### src/rtl/pcx_core_arb_if.sv
`default_nettype none
// ============================================================================
// Module : pcx_core_arb_if
// Brief  : Two-core PCX ingress and shared CCX-bridge link signals.
// Rev    : 1.0
// ============================================================================
interface pcx_core_arb_if #(
    parameter int PCX_WIDTH = 124
);
    logic [4:0]           c0_req_pq;
    logic [4:0]           c1_req_pq;
    logic                 c0_atom_pq;
    logic                 c1_atom_pq;
    logic [PCX_WIDTH-1:0] c0_data_pa;
    logic [PCX_WIDTH-1:0] c1_data_pa;
    logic [4:0]           c0_grant_px;
    logic [4:0]           c1_grant_px;
    logic [4:0]           m_req_pq;
    logic                 m_atom_pq;
    logic [PCX_WIDTH-1:0] m_data_pa;
    logic [4:0]           m_grant_px;
    logic [1:0]           ovf_err;
    logic                 busy;

    // Arbiter side
    modport slave (
        input  c0_req_pq, c1_req_pq, c0_atom_pq, c1_atom_pq,
        input  c0_data_pa, c1_data_pa, m_grant_px,
        output c0_grant_px, c1_grant_px, m_req_pq, m_atom_pq, m_data_pa,
        output ovf_err, busy
    );

    // Cores and bridge side
    modport master (
        output c0_req_pq, c1_req_pq, c0_atom_pq, c1_atom_pq,
        output c0_data_pa, c1_data_pa, m_grant_px,
        input  c0_grant_px, c1_grant_px, m_req_pq, m_atom_pq, m_data_pa,
        input  ovf_err, busy
    );
endinterface
`default_nettype wire

### src/rtl/pcx_core_arb.sv
`default_nettype none
// ============================================================================
// Module : pcx_core_arb
// Brief  : Round-robin arbiter of two cores' PCX packets onto one bridge link,
//          with per-core FIFOs and atomic-pair locking.
// Rev    : 1.0
// ============================================================================
module pcx_core_arb #(
    parameter int PCX_WIDTH  = 124,
    parameter int FIFO_DEPTH = 2
) (
    input  wire logic     gclk,
    input  wire logic     reset_l,
    pcx_core_arb_if.slave bus
);
    localparam int AW = $clog2(FIFO_DEPTH);
    localparam int EW = PCX_WIDTH + 6;

    localparam logic [2:0] S_IDLE = 3'd0;
    localparam logic [2:0] S_REQ  = 3'd1;
    localparam logic [2:0] S_DATA = 3'd2;
    localparam logic [2:0] S_WAIT = 3'd3;
    localparam logic [2:0] S_LOCK = 3'd4;

    logic [2:0]                r_state;
    logic [2:0]                w_next;
    logic                      r_owner;
    logic                      r_last;
    logic                      r_second;
    logic [1:0][4:0]           r_grant;

    logic [1:0][4:0]           w_req;
    logic [1:0]                w_atom_in;
    logic [1:0][PCX_WIDTH-1:0] w_data_in;
    logic [1:0]                w_empty;
    logic [1:0]                w_pop;
    logic [1:0]                w_ovf;
    logic [1:0][EW-1:0]        w_head;
    logic [EW-1:0]             w_own_head;
    logic                      w_granted;
    logic                      w_sel;

    assign w_req     = {bus.c1_req_pq, bus.c0_req_pq};
    assign w_atom_in = {bus.c1_atom_pq, bus.c0_atom_pq};
    assign w_data_in = {bus.c1_data_pa, bus.c0_data_pa};

    genvar g;
    generate
        for (g = 0; g < 2; g = g + 1) begin : g_core
            logic          r_pend;
            logic [4:0]    r_dest;
            logic          r_atom;
            logic [AW:0]   r_wr;
            logic [AW:0]   r_rd;
            logic          r_ovf;
            logic [EW-1:0] r_mem [FIFO_DEPTH];
            logic          w_full;
            logic          w_push;

            assign w_full     = (r_wr[AW] != r_rd[AW]) && (r_wr[AW-1:0] == r_rd[AW-1:0]);
            // A pop in the same cycle frees the slot, so a full FIFO still accepts
            assign w_push     = r_pend && (!w_full || w_pop[g]);
            assign w_empty[g] = (r_wr == r_rd);
            assign w_head[g]  = r_mem[r_rd[AW-1:0]];
            assign w_ovf[g]   = r_ovf;

            always_ff @(posedge gclk or negedge reset_l) begin
                if (!reset_l) begin
                    r_pend <= 1'b0;
                    r_dest <= 5'd0;
                    r_atom <= 1'b0;
                    r_wr   <= '0;
                    r_rd   <= '0;
                    r_ovf  <= 1'b0;
                end else begin
                    r_pend <= (w_req[g] != 5'd0);
                    r_dest <= w_req[g];
                    r_atom <= w_atom_in[g];
                    if (w_push)
                        r_wr <= r_wr + (AW+1)'(1);
                    if (w_pop[g])
                        r_rd <= r_rd + (AW+1)'(1);
                    if (r_pend && !w_push)
                        r_ovf <= 1'b1;
                end
            end

            always_ff @(posedge gclk) begin
                if (w_push)
                    r_mem[r_wr[AW-1:0]] <= {r_atom, r_dest, w_data_in[g]};
            end
        end
    endgenerate

    assign w_own_head = w_head[r_owner];
    assign w_granted  = (r_state == S_WAIT) && (bus.m_grant_px != 5'd0);
    // Both pending: the core after last_owner; otherwise whichever has data
    assign w_sel      = (!w_empty[0] && !w_empty[1]) ? ~r_last : w_empty[0];

    always_ff @(posedge gclk or negedge reset_l) begin
        if (!reset_l) begin
            r_state  <= S_IDLE;
            r_owner  <= 1'b0;
            r_last   <= 1'b1;
            r_second <= 1'b0;
            r_grant  <= '0;
        end else begin
            r_state <= w_next;
            r_grant <= '0;
            if (r_state == S_IDLE && w_next == S_REQ)
                r_owner <= w_sel;
            if (w_granted) begin
                r_grant[r_owner] <= w_own_head[PCX_WIDTH +: 5];
                if (w_next == S_LOCK) begin
                    r_second <= 1'b1;
                end else begin
                    r_second <= 1'b0;
                    r_last   <= r_owner;
                end
            end
        end
    end

    always_comb begin
        w_next = r_state;
        case (r_state)
            S_IDLE:  if (w_empty != 2'b11) w_next = S_REQ;
            S_REQ:   w_next = S_DATA;
            S_DATA:  w_next = S_WAIT;
            S_WAIT:  if (w_granted)
                         w_next = (w_own_head[EW-1] && !r_second) ? S_LOCK : S_IDLE;
            S_LOCK:  if (!w_empty[r_owner]) w_next = S_REQ;
            default: w_next = S_IDLE;
        endcase
    end

    always_comb begin
        bus.m_req_pq  = 5'd0;
        bus.m_atom_pq = 1'b0;
        bus.m_data_pa = '0;
        w_pop         = 2'b00;
        case (r_state)
            S_REQ: begin
                bus.m_req_pq  = w_own_head[PCX_WIDTH +: 5];
                bus.m_atom_pq = w_own_head[EW-1];
            end
            S_DATA:  bus.m_data_pa = w_own_head[PCX_WIDTH-1:0];
            S_WAIT:  w_pop[r_owner] = w_granted;
            default: ;
        endcase
    end

    assign bus.c0_grant_px = r_grant[0];
    assign bus.c1_grant_px = r_grant[1];
    assign bus.ovf_err     = w_ovf;
    assign bus.busy        = (r_state != S_IDLE) || (w_empty != 2'b11);

endmodule
`default_nettype wire

### src/flat_wrapper.sv
// flat-port wrapper written by rule: the top's interface ports become plain ports
module pcx_core_arb_flat 
#(
    parameter int PCX_WIDTH  = 124,
    parameter int FIFO_DEPTH = 2
)
  (gclk, reset_l, bus_c0_req_pq, bus_c1_req_pq, bus_c0_atom_pq, bus_c1_atom_pq, bus_c0_data_pa, bus_c1_data_pa, bus_m_grant_px, bus_c0_grant_px, bus_c1_grant_px, bus_m_req_pq, bus_m_atom_pq, bus_m_data_pa, bus_ovf_err, bus_busy);
  pcx_core_arb_if #(.PCX_WIDTH(PCX_WIDTH)) bus_i ();
  input  wire logic gclk;
  input  wire logic reset_l;
  input wire logic [$bits(bus_i.c0_req_pq)-1:0] bus_c0_req_pq;
  input wire logic [$bits(bus_i.c1_req_pq)-1:0] bus_c1_req_pq;
  input wire logic [$bits(bus_i.c0_atom_pq)-1:0] bus_c0_atom_pq;
  input wire logic [$bits(bus_i.c1_atom_pq)-1:0] bus_c1_atom_pq;
  input wire logic [$bits(bus_i.c0_data_pa)-1:0] bus_c0_data_pa;
  input wire logic [$bits(bus_i.c1_data_pa)-1:0] bus_c1_data_pa;
  input wire logic [$bits(bus_i.m_grant_px)-1:0] bus_m_grant_px;
  output wire logic [$bits(bus_i.c0_grant_px)-1:0] bus_c0_grant_px;
  output wire logic [$bits(bus_i.c1_grant_px)-1:0] bus_c1_grant_px;
  output wire logic [$bits(bus_i.m_req_pq)-1:0] bus_m_req_pq;
  output wire logic [$bits(bus_i.m_atom_pq)-1:0] bus_m_atom_pq;
  output wire logic [$bits(bus_i.m_data_pa)-1:0] bus_m_data_pa;
  output wire logic [$bits(bus_i.ovf_err)-1:0] bus_ovf_err;
  output wire logic [$bits(bus_i.busy)-1:0] bus_busy;
  assign bus_i.c0_req_pq = bus_c0_req_pq;
  assign bus_i.c1_req_pq = bus_c1_req_pq;
  assign bus_i.c0_atom_pq = bus_c0_atom_pq;
  assign bus_i.c1_atom_pq = bus_c1_atom_pq;
  assign bus_i.c0_data_pa = bus_c0_data_pa;
  assign bus_i.c1_data_pa = bus_c1_data_pa;
  assign bus_i.m_grant_px = bus_m_grant_px;
  assign bus_c0_grant_px = bus_i.c0_grant_px;
  assign bus_c1_grant_px = bus_i.c1_grant_px;
  assign bus_m_req_pq = bus_i.m_req_pq;
  assign bus_m_atom_pq = bus_i.m_atom_pq;
  assign bus_m_data_pa = bus_i.m_data_pa;
  assign bus_ovf_err = bus_i.ovf_err;
  assign bus_busy = bus_i.busy;
  pcx_core_arb #(.PCX_WIDTH(PCX_WIDTH), .FIFO_DEPTH(FIFO_DEPTH)) u_core (.gclk(gclk), .reset_l(reset_l), .bus(bus_i));
endmodule
### config.mk
export PLATFORM = sky130hd
export DESIGN_NAME = pcx_core_arb_flat
export DESIGN_NICKNAME = d
export VERILOG_FILES = /design/src/rtl/pcx_core_arb_if.sv /design/src/rtl/pcx_core_arb.sv /design/src/flat_wrapper.sv
export SDC_FILE = /design/constraint.sdc
export NUM_CORES = 1
export LEC_CHECK = 0
export ABC_AREA = 1
export ABC_CLOCK_PERIOD_IN_PS = 7500
export CORE_UTILIZATION = 45
export DETAILED_ROUTE_END_ITERATION = 6
export MAX_ROUTING_LAYER = met4
export PLACE_DENSITY = 0.72
export SETUP_SLACK_MARGIN = 0.15
export SYNTH_ARGS = -nofsm -noshare
export SYNTH_HDL_FRONTEND = slang
export SYNTH_SLANG_ARGS = --single-unit
export TNS_END_PERCENT = 10
### constraint.sdc
create_clock -name gclk -period 7.5 [get_ports gclk]
set_clock_uncertainty 0.2 [all_clocks]
set_input_delay 1.5 -clock gclk [delete_from_list [all_inputs] [get_ports gclk]]
set_output_delay 1.5 -clock gclk [all_outputs]
set_load 0.03 [all_outputs]
==> metrics.txt <==
# TYPE chip_impl_metric gauge
chip_impl_metric{name="post_route_core_utilization",unit=""} 0.588
chip_impl_metric{name="dr_total_vias",unit=""} 14644
chip_impl_info{name="ctsRootBufferMaster",value="clkbuf_16"} 1
chip_impl_metric{name="ys_warn_count",unit=""} 0
chip_impl_metric{name="worst_ir_drop_vdd",unit="µV"} 336
chip_impl_metric{name="cts.clk_slew.worst_paths",unit="ns"} 0.07
chip_impl_metric{name="final_max_slew_viol_count",unit=""} 0
chip_impl_metric{name="syn_inst",unit=""} 1699
chip_impl_metric{name="fillers",unit=""} 3708
chip_impl_metric{name="placedCellCount",unit=""} 2635
chip_impl_metric{name="synth_edf_count",unit=""} 520
chip_impl_metric{name="async_reset_ff_frac",unit=""} 0.0714
chip_impl_metric{name="transition_time_of_the_tightest_slew_check_pin",unit="ns"} 1.08
chip_impl_metric{name="cts-buffers-inserted",unit=""} 57
chip_impl_metric{name="multi_input_comb_area",unit="mm²"} 0.00468
chip_impl_metric{name="coreArea",unit="mm²"} 0.0479
chip_impl_info{name="cpLargestDelayFamily",value="buffers and inverters"} 1
chip_impl_metric{name="drt-pass1-iter-count",unit=""} 5
chip_impl_metric{name="gp_weighted_congestion",unit=""} 0.798
chip_impl_metric{name="detail_route.wirelength",unit="µm"} 57700
chip_impl_metric{name="die_width",unit="µm"} 223
chip_impl_metric{name="fin_worst_hold_slack",unit="ns"} 0.248
chip_impl_metric{name="critical_path.max_stage_delay",unit="ns"} 0.87
chip_impl_metric{name="layout.nets",unit=""} 2346
chip_impl_metric{name="io_buffers",unit=""} 409
chip_impl_info{name="cts_tree",value="built"} 1
chip_impl_metric{name="drt_drc_violations_left",unit=""} 0
chip_impl_metric{name="cap_violations",unit=""} 0
chip_impl_info{name="worst_path_most_repeated_cell",value="nand2_1"} 1
chip_impl_metric{name="routedWlPerCell",unit="µm"} 21.0
chip_impl_info{name="timing.critical_path.from_type",value="register"} 1
chip_impl_metric{name="synth.net_count",unit=""} 1966
chip_impl_metric{name="antenna_left",unit=""} 0
chip_impl_info{name="cp_max_delay_cell",value="inv_4"} 1
chip_impl_metric{name="dieHeight",unit="µm"} 223
chip_impl_metric{name="cts-root-to-sink-buffers",unit=""} 3
chip_impl_metric{name="syn_area_per_cell",unit="µm²"} 12.9
chip_impl_metric{name="period_share",unit=""} 0.740
chip_impl_metric{name="final-instance-count-excl-fill",unit=""} 2746
chip_impl_metric{name="leakage",unit="nW"} 9.70
chip_impl_metric{name="wire_length_of_the_first_global_routing_pass",unit="µm"} 86700
chip_impl_metric{name="ys_seq_elements",unit=""} 560
chip_impl_metric{name="max_freq",unit="MHz"} 180
chip_impl_metric{name="cts.sink_count",unit=""} 560
chip_impl_metric{name="arrival",unit="ns"} 3.85
chip_impl_info{name="timing.critical_path.cells",value="inv_4 -> buf_4 -> nand2_1 -> nand3_1 -> nand2_1 -> nor2_1 -> clkdlybuf4s50_1"} 1
chip_impl_metric{name="layout_min_cycle_time",unit="ns"} 5.55
chip_impl_metric{name="drt_first_iter_violations",unit=""} 1128
chip_impl_info{name="synth_flop_cell",value="edfxtp_1"} 1
chip_impl_metric{name="starting_utilization_of_the_core_area",unit=""} 0.458
chip_impl_metric{name="largest_net_degree_at_the_start_of_global_routing",unit=""} 101
chip_impl_metric{name="hpwl",unit="µm"} 34300
chip_impl_info{name="crit_path_end_kind",value="output port"} 1
chip_impl_metric{name="overflow",unit=""} 0
chip_impl_metric{name="clock_tree.htree_level_count",unit=""} 2
chip_impl_metric{name="design_power_total",unit="W"} 0.0141
chip_impl_metric{name="die_footprint",unit="mm²"} 0.0497
chip_impl_metric{name="sequential_cell_area",unit="mm²"} 0.0166
chip_impl_metric{name="clock_insertion_delay_worst_skew",unit="ns"} 0.60
chip_impl_metric{name="post_cts_setup_driven_buffer_insertion_count",unit=""} 0
chip_impl_info{name="critical_path_class",value="reg -> out"} 1
chip_impl_metric{name="slew_headroom",unit=""} 0.279
chip_impl_metric{name="hold_viol_final",unit=""} 0
chip_impl_info{name="holdCritPathClass",value="reg -> reg"} 1
chip_impl_metric{name="grtUsageTotal",unit=""} 0.236
chip_impl_metric{name="layout-drive-gt1-share",unit=""} 0.0873
chip_impl_metric{name="setup_viol",unit=""} 0
chip_impl_metric{name="post_cts_repair_resize_count",unit=""} 0
chip_impl_metric{name="worst_ep_required_time",unit="ns"} 5.80
chip_impl_metric{name="floorplan.rows",unit=""} 80
chip_impl_metric{name="synth_cell_types",unit=""} 30
chip_impl_metric{name="ys_seq_area_frac",unit=""} 0.757
chip_impl_metric{name="pin_count",unit=""} 410
chip_impl_metric{name="cts-hold-fix-buffers",unit=""} 0
chip_impl_metric{name="routed_via_density",unit=""} 5.33
chip_impl_metric{name="antenna_found_initial",unit=""} 9
chip_impl_metric{name="cellPowerDensity",unit="mW/mm²"} 502
chip_impl_info{name="rsz0062_at_grt",value="false"} 1
chip_impl_metric{name="area_delta_synth_final",unit="%"} 28.3
chip_impl_info{name="run_status",value="finished clean"} 1
chip_impl_metric{name="netlist_area",unit="mm²"} 0.0220
chip_impl_metric{name="cp_max_fo",unit=""} 86
chip_impl_metric{name="via_count_of_the_first_global_routing_pass",unit=""} 14675
chip_impl_metric{name="finalSetupTns",unit="ns"} 0
chip_impl_metric{name="number_of_buffer_and_inverter_stages_on_the_critical_path",unit=""} 3
==> logic make-up after synthesis <==
logic type,after synthesis,share of synthesized area
simple gates,618,0.110
xor+xnor,6,0.00239
flops,560,0.757
buf+inv,121,0.0304
compound gates,394,0.100
==> final timing paths <==
path,startpoint,end,cells after the start,slack [ns]
max,u_core.g_core[0].r_rd[0]$_DFFE_PN0P_,bus_m_atom_pq,7,1.95
min,u_core.g_core[1].r_dest[2]$_DFF_PN0_,u_core.g_core[1].r_mem[1][126]$_DFFE_PP_,0,0.25
max reg2reg,u_core.r_owner$_DFFE_PN0P_,u_core.g_core[1].r_mem[0][103]$_DFFE_PP_,6,2.94
min reg2reg,u_core.g_core[1].r_dest[2]$_DFF_PN0_,u_core.g_core[1].r_mem[1][126]$_DFFE_PP_,0,0.25
max in group asynchronous,reset_l,u_core.g_core[1].r_rd[0]$_DFFE_PN0P_,1,5.50
min in group asynchronous,reset_l,u_core.bus.c0_grant_px[3]$_DFF_PN0_,1,0.86
==> power breakdown <==
part | leakage, nW | total, W | internal (W) | switching [W]
sequential | 5.44 | 0.00581 | 0.00525 | 0.000557
combinational | 3.40 | 0.00564 | 0.00169 | 0.00395
clock | 0.862 | 0.00268 | 0.00152 | 0.00116
total | 9.70 | 0.0141 | 0.00847 | 0.00567
==> cells in the mapped netlist, types with 2 or more instances <==
master,count,area share
a21oi_1,71,0.016
a21oi_2,58,0.023
a31o_2,2,0.00080
buf_2,55,0.013
buf_4,8,0.0027
buf_6,13,0.0067
clkbuf_1,19,0.0032
clkbuf_2,8,0.0018
dfrtp_1,39,0.044
edfxtp_1,520,0.71
inv_1,12,0.0021
inv_2,3,0.00051
inv_4,3,0.00085
nand2_1,47,0.0080
nand2_2,6,0.0017
nand3_1,13,0.0030
nand3_2,2,0.00091
nor2_1,540,0.092
nor2_2,2,0.00057
nor2_4,3,0.0015
nor3_1,3,0.00068
o21ai_0,153,0.035
o21ai_1,107,0.024
xor2_1,6,0.0024
==> area by class of cell <==
class | instances | area share
antenna | 12 | 0.00107
timing repair buffer | 424 | 0.150
clock buffer | 73 | 0.0553
sequential | 560 | 0.590
tap | 615 | 0.0273
clock inverter | 26 | 0.00640
multi-input combinational | 1018 | 0.166
inverter | 18 | 0.00320
==> cell usage in the layout, fill, tap and decap left out, types with 2 or more instances in the layout <==
master	instances
bufinv_16	2
nor2_4	5
clkinv_1	8
diode_2	12
buf_4	13
clkdlybuf4s50_1	408
clkinv_2	13
a21oi_2	58
inv_6	4
inv_2	2
a21oi_1	71
nor2_1	538
dfrtp_1	36
clkbuf_8	3
inv_4	3
dfrtp_4	3
clkbuf_1	11
o21ai_1	107
nor3_1	3
inv_1	10
nor2_2	2
a31o_2	2
nand2_2	6
nand2_1	47
xor2_1	6
edfxtp_1	520
nand3_1	13
o21ai_0	153
buf_12	2
nand3_2	2
clkbuf_16	59
==> routing by layer <==
| metal | track usage | wire, µm | vias to the layer above |
|---|---|---|---|
| li1 | - | - | 6772 |
| met1 | 0.295 | 23200 | 7172 |
| met2 | 0.377 | 28400 | 606 |
| met3 | 0.0551 | 4500 | 94 |
| met4 | 0.0859 | 1520 | 0 |
| met5 | - | 0 | - |
==> flip-flops by register name, indices dropped and copies added (netlist names), 2 cells and up <==
signal,flops
u_core.g_core.r_ovf,2
u_core.g_core.r_dest,10
u_core.g_core.r_atom,2
u_core.r_state,3
u_core.bus.c0_grant_px,5
u_core.bus.c1_grant_px,5
u_core.g_core.r_mem,520
u_core.g_core.r_pend,2
u_core.g_core.r_wr,4
u_core.g_core.r_rd,4
==> per-stage QoR <==
stage	instance area [µm²]	worst slack [ns]
finish	28200	1.95
global route	28200	1.70
CTS	28100	1.83
detailed placement	26400	2.51
global placement	26400	2.51
floorplan	22000	-0.724
Power figures use the tool's default switching activity.
==> patch: new RTL, same settings <==
`PCX_WIDTH` is set to 124 in 3 places; all go to 186.
--- a/src/rtl/pcx_core_arb_if.sv
+++ b/src/rtl/pcx_core_arb_if.sv
@@ -5,7 +5,7 @@
 // Rev    : 1.0
 // ============================================================================
 interface pcx_core_arb_if #(
-    parameter int PCX_WIDTH = 124
+    parameter int PCX_WIDTH = 186
 );
     logic [4:0]           c0_req_pq;
     logic [4:0]           c1_req_pq;
--- a/src/rtl/pcx_core_arb.sv
+++ b/src/rtl/pcx_core_arb.sv
@@ -6,7 +6,7 @@
 // Rev    : 1.0
 // ============================================================================
 module pcx_core_arb #(
-    parameter int PCX_WIDTH  = 124,
+    parameter int PCX_WIDTH  = 186,
     parameter int FIFO_DEPTH = 2
 ) (
     input  wire logic     gclk,
--- a/src/flat_wrapper.sv
+++ b/src/flat_wrapper.sv
@@ -1,7 +1,7 @@
 // flat-port wrapper written by rule: the top's interface ports become plain ports
 module pcx_core_arb_flat 
 #(
-    parameter int PCX_WIDTH  = 124,
+    parameter int PCX_WIDTH  = 186,
     parameter int FIFO_DEPTH = 2
 )
   (gclk, reset_l, bus_c0_req_pq, bus_c1_req_pq, bus_c0_atom_pq, bus_c1_atom_pq, bus_c0_data_pa, bus_c1_data_pa, bus_m_grant_px, bus_c0_grant_px, bus_c1_grant_px, bus_m_req_pq, bus_m_atom_pq, bus_m_data_pa, bus_ovf_err, bus_busy);
Ports: changed (resized bus_c0_data_pa, bus_c1_data_pa and bus_m_data_pa); port bits go from 410 to 596. No check against the original RTL was run, so the function may have changed too.
==> patch against the original RTL <==
Utilization decreased by 0.23 points. Total power up 47%. Area after synthesis up 45%. Cell area grew 45%. Sequential cell count grew 248. Sequential share of layout area fell by 0.29 points. Setup slack lost 0.18 ns. Routed wire length rose by 55%.
==> patch: results (changes against the original RTL) <==
status - finished clean (unchanged)
layout cells sized above 1 - 8.977% (was 8.731%)
CP Capture Point - bus_m_data_pa[31] (was bus_m_atom_pq)
EDFF count, synth - 768 (was 520)
CTS buffer count - 85 (was 57)
clk sink count - 808 (was 560)
Largest stage delay, worst path - 0.73 ns (was 0.87 ns)
Metal-1 WL - 33.53 mm (was 23.22 mm)
Slew @ Worst Pin - 1.226 ns (was 1.081 ns)
critical path fanouts, max - 111 (was 86)
GP Congestion - 0.8396 (was 0.7983)
first-pass GRT wire length - 129.1 mm (was 86.67 mm)
R2R Path Start - u_core.g_core[1].r_rd[0] (was u_core.r_owner)
Multi-input gate area - 6708 sq um (was 4684 sq um)
layout net count - 3372 (was 2346)
Final HPWL DP - 54.38 mm (was 34.35 mm)
VDD IR-drop max - 0.0004126 V (was 0.0003362 V)
Post-Place Setup Slack - 2.407 ns (was 2.512 ns)
CLK BUF - 111 (was 73)
R2R depth - 8 (was 6)
sequential cell area - 24080 sq um (was 16630 sq um)
top area cells in the synthesized netlist - edfxtp_1 (72%), nor2_1 (9.3%), o21ai_0 (5.3%) (was edfxtp_1 (71%), nor2_1 (9.2%), dfrtp_1 (4.4%))
GRT met2 Usage - 40.32% (was 37.72%)
syn_nets - 2821 (was 1966)
# port buffers - 595 (was 409)
## patch: changes by cell type after synthesis, moves of 4 or more
cell / unedited run / this run
edfxtp_1: 520 / 768
nor2_1: 540 / 786
o21ai_0: 153 / 335
o21ai_1: 107 / 49
a21oi_2: 58 / 100
a21oi_1: 71 / 91
buf_4: 8 / 28
buf_6: 13 / 31
clkbuf_2: 8 / 22
clkbuf_1: 19 / 15
nand2_1: 47 / 43
nand2_2: 6 / 10
## patch: kinds of logic after synthesis
logic type,count (synthesis),share of synthesized area [%]
xor gates and xnor gates,6,0.1651
buffers and inverters,170,3.388
and+or+nand+nor,866,10.51
AOI/OAI and AO/OA,580,10.35
DFF,808,75.59
## patch: worst min path at each step
| stage | end | start | slack (ns) |
|---|---|---|---|
| final | u_core.g_core[1].r_mem[0][188] | u_core.g_core[1].r_dest[2] | 0.25 |
| after global routing | u_core.g_core[1].r_mem[0][188] | u_core.g_core[1].r_dest[2] | 0.26 |
| after CTS | u_core.g_core[1].r_mem[0][188] | u_core.g_core[1].r_dest[2] | 0.25 |
| after detailed placement | u_core.g_core[1].r_mem[0][188] | u_core.g_core[1].r_dest[2] | 0.23 |
| after global placement | u_core.g_core[0].r_mem[0][187] | u_core.g_core[0].r_dest[1] | 0.22 |
| after floorplan | u_core.g_core[0].r_mem[0][186] | u_core.g_core[0].r_dest[0] | 0.22 |
## patch: through the flow
step	total power, uW	setup TNS [ns]	cells	utilization [%]
4_1_cts	20890	0	3981	58.40
3_3_place_gp	16610	0	3834	54.62
3_5_place_dp	16850	0	3834	54.62
5_1_grt	21790	0	4009	58.50
6_report	20750	0	4016	58.52
2_1_floorplan	13970	-27.94	2430	-
